[src/rtl/fir_pkg.sv]
// Shared types and width helpers for the time-multiplexed FIR filter.
package fir_pkg;

  typedef enum logic [1:0] {IDLE, MAC, OUT} state_t;

  function automatic int width_m(input int width_x, input int width_b);
    return width_x + width_b;
  endfunction

  // Growth of clog2(N+1) bits keeps N+1 worst-case products from overflowing.
  function automatic int width_y(input int width_x, input int width_b, input int n);
    return width_m(width_x, width_b) + $clog2(n + 1);
  endfunction

endpackage

[src/rtl/fir_mac.sv]
// Signed multiply-accumulate unit; the product is sign-extended before accumulation.
module fir_mac #(
  parameter int WIDTH_A = 8,
  parameter int WIDTH_B = 8,
  parameter int WIDTH_Y = 19
) (
  input  logic                      clk,
  input  logic                      rst,
  input  logic                      clr,
  input  logic                      en,
  input  logic signed [WIDTH_A-1:0] a,
  input  logic signed [WIDTH_B-1:0] b,
  output logic signed [WIDTH_Y-1:0] acc
);

  localparam int WIDTH_M = WIDTH_A + WIDTH_B;

  logic signed [WIDTH_M-1:0] prod;
  logic signed [WIDTH_Y-1:0] prod_ext;

  assign prod     = a * b;
  assign prod_ext = {{(WIDTH_Y-WIDTH_M){prod[WIDTH_M-1]}}, prod};

  always_ff @(posedge clk or posedge rst) begin
    if (rst) begin
      acc <= '0;
    end else if (clr) begin
      acc <= '0;
    end else if (en) begin
      acc <= acc + prod_ext;
    end
  end

endmodule

[src/rtl/fir_filter_tdm.sv]
// Multi-channel FIR sharing one MAC. States: IDLE | accept sample / coef writes,
// MAC | N+1 accumulate cycles plus one result-register cycle, OUT | hold result until m_ready.
module fir_filter_tdm
  import fir_pkg::*;
#(
  parameter int N       = 7,
  parameter int CH      = 2,
  parameter int WIDTH_X = 8,
  parameter int WIDTH_B = 8,
  localparam int WIDTH_Y = width_y(WIDTH_X, WIDTH_B, N),
  localparam int WIDTH_K = $clog2(N + 1),
  localparam int WIDTH_C = $clog2(CH)
) (
  input  logic                      clk,
  input  logic                      rst,
  input  logic                      coef_we,
  input  logic [WIDTH_K-1:0]        coef_addr,
  input  logic signed [WIDTH_B-1:0] coef_data,
  output logic                      coef_busy,
  input  logic                      s_valid,
  output logic                      s_ready,
  input  logic signed [WIDTH_X-1:0] s_data,
  input  logic [WIDTH_C-1:0]        s_ch,
  output logic                      m_valid,
  input  logic                      m_ready,
  output logic signed [WIDTH_Y-1:0] m_data,
  output logic [WIDTH_C-1:0]        m_ch
);

  state_t                    state;
  logic [WIDTH_K-1:0]        k;
  logic                      last;
  logic [WIDTH_C-1:0]        ch;
  logic signed [WIDTH_B-1:0] coef [N+1];
  logic signed [WIDTH_X-1:0] z [CH][N+1];
  logic signed [WIDTH_Y-1:0] acc;
  logic                      accept;
  logic                      mac_en;

  assign s_ready   = (state == IDLE) && !rst;
  assign coef_busy = (state != IDLE);
  assign accept    = s_valid && s_ready;
  assign mac_en    = (state == MAC) && !last;

  fir_mac #(
    .WIDTH_A (WIDTH_B),
    .WIDTH_B (WIDTH_X),
    .WIDTH_Y (WIDTH_Y)
  ) u_mac (
    .clk (clk),
    .rst (rst),
    .clr (accept),
    .en  (mac_en),
    .a   (coef[k]),
    .b   (z[ch][k]),
    .acc (acc)
  );

  always_ff @(posedge clk or posedge rst) begin
    if (rst) begin
      state   <= IDLE;
      k       <= '0;
      last    <= 1'b0;
      ch      <= '0;
      m_valid <= 1'b0;
      m_data  <= '0;
      m_ch    <= '0;
      for (int j = 0; j <= N; j++) coef[j] <= '0;
      for (int c = 0; c < CH; c++)
        for (int j = 0; j <= N; j++) z[c][j] <= '0;
    end else begin
      case (state)
        IDLE: begin
          if (coef_we && (32'(coef_addr) <= N)) coef[coef_addr] <= coef_data;
          if (s_valid) begin
            // Out-of-range channels still produce a result but never touch a delay line.
            if (32'(s_ch) < CH) begin
              z[s_ch][0] <= s_data;
              for (int j = 1; j <= N; j++) z[s_ch][j] <= z[s_ch][j-1];
            end
            ch    <= WIDTH_C'(32'(s_ch) % CH);
            k     <= '0;
            last  <= 1'b0;
            state <= MAC;
          end
        end
        MAC: begin
          if (last) begin
            state   <= OUT;
            m_valid <= 1'b1;
            m_data  <= acc;
            m_ch    <= ch;
            last    <= 1'b0;
          end else if (k == WIDTH_K'(N)) begin
            last <= 1'b1;
          end else begin
            k <= k + WIDTH_K'(1);
          end
        end
        OUT: begin
          if (m_ready) begin
            state   <= IDLE;
            m_valid <= 1'b0;
          end
        end
        default: state <= IDLE;
      endcase
    end
  end

endmodule
[config.mk]
export PLATFORM = sky130hd
export DESIGN_NAME = fir_filter_tdm
export DESIGN_NICKNAME = d
export VERILOG_FILES = /design/src/rtl/fir_pkg.sv /design/src/rtl/fir_mac.sv /design/src/rtl/fir_filter_tdm.sv
export SDC_FILE = /design/constraint.sdc
export NUM_CORES = 1
export LEC_CHECK = 0
export BUFFER_PORTS_ARGS = -buffer_cell sky130_fd_sc_hd__buf_4
export CORE_MARGIN = 3
export CORE_UTILIZATION = 30
export DETAILED_ROUTE_END_ITERATION = 16
export PLACE_DENSITY = 0.42
export SYNTH_ARGS = -nofsm -noshare
export SYNTH_HDL_FRONTEND = slang
export SYNTH_HIERARCHICAL = 1
export SYNTH_SLANG_ARGS = --single-unit
[constraint.sdc]
create_clock -name clk -period 8.2 [get_ports clk]
set_input_delay 1.23 -clock clk [delete_from_list [all_inputs] [get_ports clk]]
set_output_delay 1.23 -clock clk [all_outputs]
set_load 0.02 [all_outputs]
Word level (Yosys, flattened, before mapping). Cells that the tools add are included.

Register bits: 239. Input port bits: 25. Output and inout port bits: 23.

Add/sub/neg operators: 2. Multipliers: 1. $lt $le $gt $ge: 6. Equal/unequal tests: 8. Mux-type cells: 56. Bitwise gates (word level): 4. Reductions and logical operators: 19.

Operator list (count): 128-bit bitwise mux (8); 64-bit demux with 1-bit select (8); 64-bit 2-to-1 mux (7); 64-bit bitwise mux (1); 56-bit 2-to-1 mux (1); 8-bit binary-select mux with 3-bit select (2); 48-bit 2-to-1 mux (1); 8-bit 2-to-1 mux (6); 40-bit 2-to-1 mux (1); 19-bit 2-to-1 mux (2); 32-bit 2-to-1 mux (1); 8-bit demux with 3-bit select (1); 24-bit 2-to-1 mux (1); 19-bit by 16-bit adder with 19-bit output (1); 8-bit by 8-bit multiplier with 16-bit output (1); 16-bit 2-to-1 mux (1); 2-bit inequality test (second input constant) (5); 3-bit 2-to-1 mux (3); 4-bit greater-or-equal comparator (second input constant) (2); 3-bit NOT with 4-bit output (2); 2-bit AND reduction (4); 2-bit nonzero test (4); 2-bit 2-to-1 mux (3); 2-bit one-hot mux with 3 select lines (1); 16 further kinds (29).

Logic depth before layout (Yosys ltp).
Word-level depth: 13. Gate-level depth with buffers: 24. Depth with buffers taken out: 21.

Hierarchy. Netlist, hierarchy kept.

Modules (own cells, without submodules): fir_filter_tdm (times used 1, cells each 639, area each 9877.0 µm², sequential area each 5505.3 µm²); fir_mac (times used 1, cells each 426, area each 4216.5 µm², sequential area each 475.5 µm²).

Worst setup path after synthesis. Ideal clock, no wire load.

Kind: reg2reg. Start point: register k[0]. End point: register u_mac.acc[18]. Data arrival time: 5978 ps. Slack: 2101 ps. Stages on the path, launching flop included: 22. Path buffers: 2. Cells stage by stage: dfrtp_1 buf_2 buf_4 mux4_1 nor2b_1 a211oi_1 a21oi_1 and2_1 inv_1 fa_1 inv_1 fa_1 fa_1 fa_1 fa_1 ha_1 a211oi_1 o21ai_2 a41oi_4 a2bb2oi_1 xnor2_1 a22o_1.

Longest elaborated chain between the ends: 8. Elaborated cells between the ends (all ways): 11.

RTL lines: start: declaration (line fir_filter_tdm.sv:31) `logic [WIDTH_K-1:0] k;`; start signal: assignment (line fir_filter_tdm.sv:97) `k <= k + WIDTH_K'(1);`; 3-bit NOT with 4-bit output (not written as such) * (line fir_filter_tdm.sv:54, fir_filter_tdm.sv:55); 8-bit binary-select mux with 3-bit select (on tied branches) (line fir_filter_tdm.sv:54, fir_filter_tdm.sv:55); 8-bit 2-to-1 mux (on tied branches) (2 in a row) (line fir_filter_tdm.sv:54, fir_filter_tdm.sv:55); 8-bit by 8-bit multiplier with 16-bit output * (line fir_mac.sv:21) `assign prod = a * b;`; 19-bit by 16-bit adder with 19-bit output * (line fir_mac.sv:30) `acc <= acc + prod_ext;`; 19-bit 2-to-1 mux * (line fir_mac.sv:29) `end else if (en) begin`; 19-bit 2-to-1 mux * (line fir_mac.sv:27) `end else if (clr) begin`; end signal: assignment (line fir_mac.sv:30); end: declaration (line fir_mac.sv:13) `output logic signed [WIDTH_Y-1:0] acc`.

Every way passes the cells marked *; elsewhere a longest branch is shown, timed or not. The select of a mux whose other input is x is not followed. A chain may end at the register's enable or synchronous reset.

Final worst setup path.
Start point: register ch. End point: register u_mac.acc[18].

Longest elaborated chain between the ends: 11.

RTL lines: start: declaration (line fir_filter_tdm.sv:33) `logic [WIDTH_C-1:0] ch;`; start signal: assignment (line fir_filter_tdm.sv:81) `ch <= WIDTH_C'(32'(s_ch) % CH);`; 1-bit NOT with 2-bit output (not written as such) (line fir_filter_tdm.sv:55) `.b (z[ch][k]),`; 64-bit 2-to-1 mux (not written as such) (3 in a row) (line fir_filter_tdm.sv:55); 8-bit binary-select mux with 3-bit select (line fir_filter_tdm.sv:55); 8-bit 2-to-1 mux (not written as such) (2 in a row) (line fir_filter_tdm.sv:55); 8-bit by 8-bit multiplier with 16-bit output (line fir_mac.sv:21); 19-bit by 16-bit adder with 19-bit output (line fir_mac.sv:30); 19-bit 2-to-1 mux (line fir_mac.sv:29); 19-bit 2-to-1 mux (line fir_mac.sv:27).

No other way between the ends. The select of a mux whose other input is x is not followed.

==> results.toml <==
[outcome]
status = "complete, no violations"

[timing]
period_needed_ns = 6.84
rsz0062_at_grt = "false"
clock.fmax_mhz = 146
totalNegativeSetupSlack_ns = 0
relSlewSlack = 0.249
tightest_slew_ns = 1.13
slew_violations = 0
period_share = 0.835
hold_viol = 0
setup_viol = 0
timing.hold.ws_ns = 0.473
skew_ns = 0.00945

[floorplan]
die-width_um = 223
core_um2 = 45900
fp-row-count = 78
start_util = 0.307
io_pins = 48
die_height_um = 223
die_area_um2 = 49600

[layout]
final_nets = 1268
insertedDiodeCount = 0
layoutNonFillerInstCount = 1735
drive_gt1_frac = 0.317
syn_to_final_growth_pct = 13.6
final_util = 0.349

[global_routing]
grt_max_degree = 114
grt_pass1_wl_um = 51800
gr-total-overflow = 0
grtUsageTotal = 0.129
grt_pass1_vias = 8744
antenna_found_initial = 0

[cts]
cts_tree = "yes"
clock_path_buffers = 3
cts.sinks = 239
hold_buffers = 0
cts_resized = 0
post-cts-setup-buffer-count = 0
path_clk_slew_ns = 0.06
htree_num_levels = 1
cts_root_buf = "clkbuf_16"
cts_buffers = 29
clk_latency_ns = 0.56

[synthesis]
synth-seq-cells = 239
synthTopCellsByCount = "dfrtp_1, mux2_2, inv_1, nand2_1, fa_1"
syn_nets = 1220
ys_seq_area_frac = 0.424
avgSynthCellArea_um2 = 13.2
syn_inst = 1065
synth_edf_count = 0
synth_area_leaders = "dfrtp_1, mux2_2, fa_1"
async_flop_share = 1.00
ys.flop_type = "dfrtp_1"
synth_area_um2 = 14100
yosys_warnings = 6
post_synth_num_cell_types = 59
yosysMostFrequentCell = "dfrtp_1"
synth_top_area_frac = 0.424
synth_top_area_cell = "dfrtp_1"

[setup_path]
path_cells = "buf_4, mux4_1, nor2b_1, a211oi_1, a21oi_1, and2_1, fa_1, inv_1, fa_1, inv_1, fa_1, fa_1, ha_1, ha_1, a2111oi_4, o21ai_2, a41oi_4, a2bb2oi_1, xnor2_1, a22o_1"
arrival_ns = 7.29
cp_slowest_cell = "dfrtp_2"
crit_top_cell = "fa_1"
start_kind = "flip-flop"
path_delay_family = "adder cells"
slowest_delay_ns = 0.85
worstSetupEndpointType = "flip-flop"
worst-path-buf-inv = 3
path_class = "flip-flop to flip-flop"
worstPathMaxFanout = 23
required_ns = 8.65

[place]
portBuffers = 47
hpwl_um = 22000
dp.cells = 1682
gp_congestion = 0.734

[job]
max_cap_viol_count = 0

[min_path]
hp-class = "flip-flop to flip-flop"

[detailed_routing]
drt_iter0_markers = 285
drc = 0
wl_um = 31300
drt_first_pass_iters = 4
final_antenna_net_count = 0
via_per_inst = 4.67
vias = 8107
wl_per_cell_um = 18.1
==> layout by cell type (no fill, tap or decap), drive strengths merged, types with 2 or more instances in the layout <==
| cell type | count |
|---|---|
| a211oi | 8 |
| a21o | 5 |
| a21oi | 16 |
| a22o | 2 |
| a22oi | 3 |
| a31oi | 2 |
| and2 | 36 |
| and3 | 4 |
| buf | 60 |
| clkbuf | 46 |
| clkinv | 6 |
| dfrtp | 239 |
| fa | 84 |
| ha | 46 |
| inv | 102 |
| mux2 | 201 |
| mux2i | 18 |
| mux4 | 50 |
| nand2 | 97 |
| nand2b | 4 |
| nand3 | 3 |
| nor2 | 36 |
| nor2b | 8 |
| nor3b | 2 |
| nor4b | 2 |
| o21a | 4 |
| o21ai | 11 |
| o21bai | 3 |
| or3 | 2 |
| xnor2 | 12 |
| xor2 | 5 |
==> worst min-delay path, stage by stage, from the launching register on <==
cell	delay [ns]
dfrtp_1	0.34
nand2_1	0.05
nand2_1	0.05
==> through the flow <==
step | setup slack [ns] | instance area (µm²)
global placement | 1.37 | 15000
global route | 0.933 | 16000
finish | 1.36 | 16000
CTS | 1.26 | 16000
floorplan | 0.949 | 14100
detailed placement | 1.25 | 15000
==> registers in the layout, summed over array words and instances, names as in the netlist <==
| name | flops |
|---|---|
| m_valid | 1 |
| m_ch | 1 |
| last | 1 |
| state | 2 |
| m_data | 19 |
| z | 128 |
| u_mac/acc | 19 |
| coef | 64 |
| k | 3 |
| ch | 1 |
==> kinds of logic after synthesis <==
group	Yosys count	share of synthesized area
compound gates	65	0.0338
fa+ha+maj	130	0.160
xor+xnor	17	0.0106
buf+inv	145	0.0476
mux	269	0.256
flops	239	0.424
simple gates	200	0.0676
==> path summary, 6_finish.rpt <==
kind	endpoint	slack, ns	depth (start not counted)	from
max	u_mac/acc[18]$_DFFE_PP0P_	1.36	20	ch$_DFFE_PP0N_
min	m_data[8]$_DFFE_PP0P_	0.47	2	m_data[8]$_DFFE_PP0P_
max reg2reg	u_mac/acc[18]$_DFFE_PP0P_	1.36	20	ch$_DFFE_PP0N_
min reg2reg	m_data[8]$_DFFE_PP0P_	0.47	2	m_data[8]$_DFFE_PP0P_
max in group asynchronous	z[124]$_DFFE_PP0P_	6.24	3	rst
min in group asynchronous	state[1]$_DFFE_PP0P_	0.81	2	rst
==> routing by layer <==
layer / global-route usage / routed length [µm]
met5: 0 / 0
met4: 0.0244 / 469
met3: 0.0225 / 1220
met2: 0.200 / 14000
met1: 0.192 / 15700
==> final cells by class <==
class / instances / area [µm²]
Clock buffer: 46 / 900
Multi-Input combinational cell: 681 / 7450
Sequential cell: 239 / 5980
Inverter: 102 / 390
Timing Repair Buffer: 60 / 463
Tap cell: 600 / 751
Clock inverter: 7 / 75.1
Fill cell: 4586 / 29900
Power is left out: the tool's default activity adds up to more than one toggle a clock period on the data nets, which glitch-free logic cannot reach.
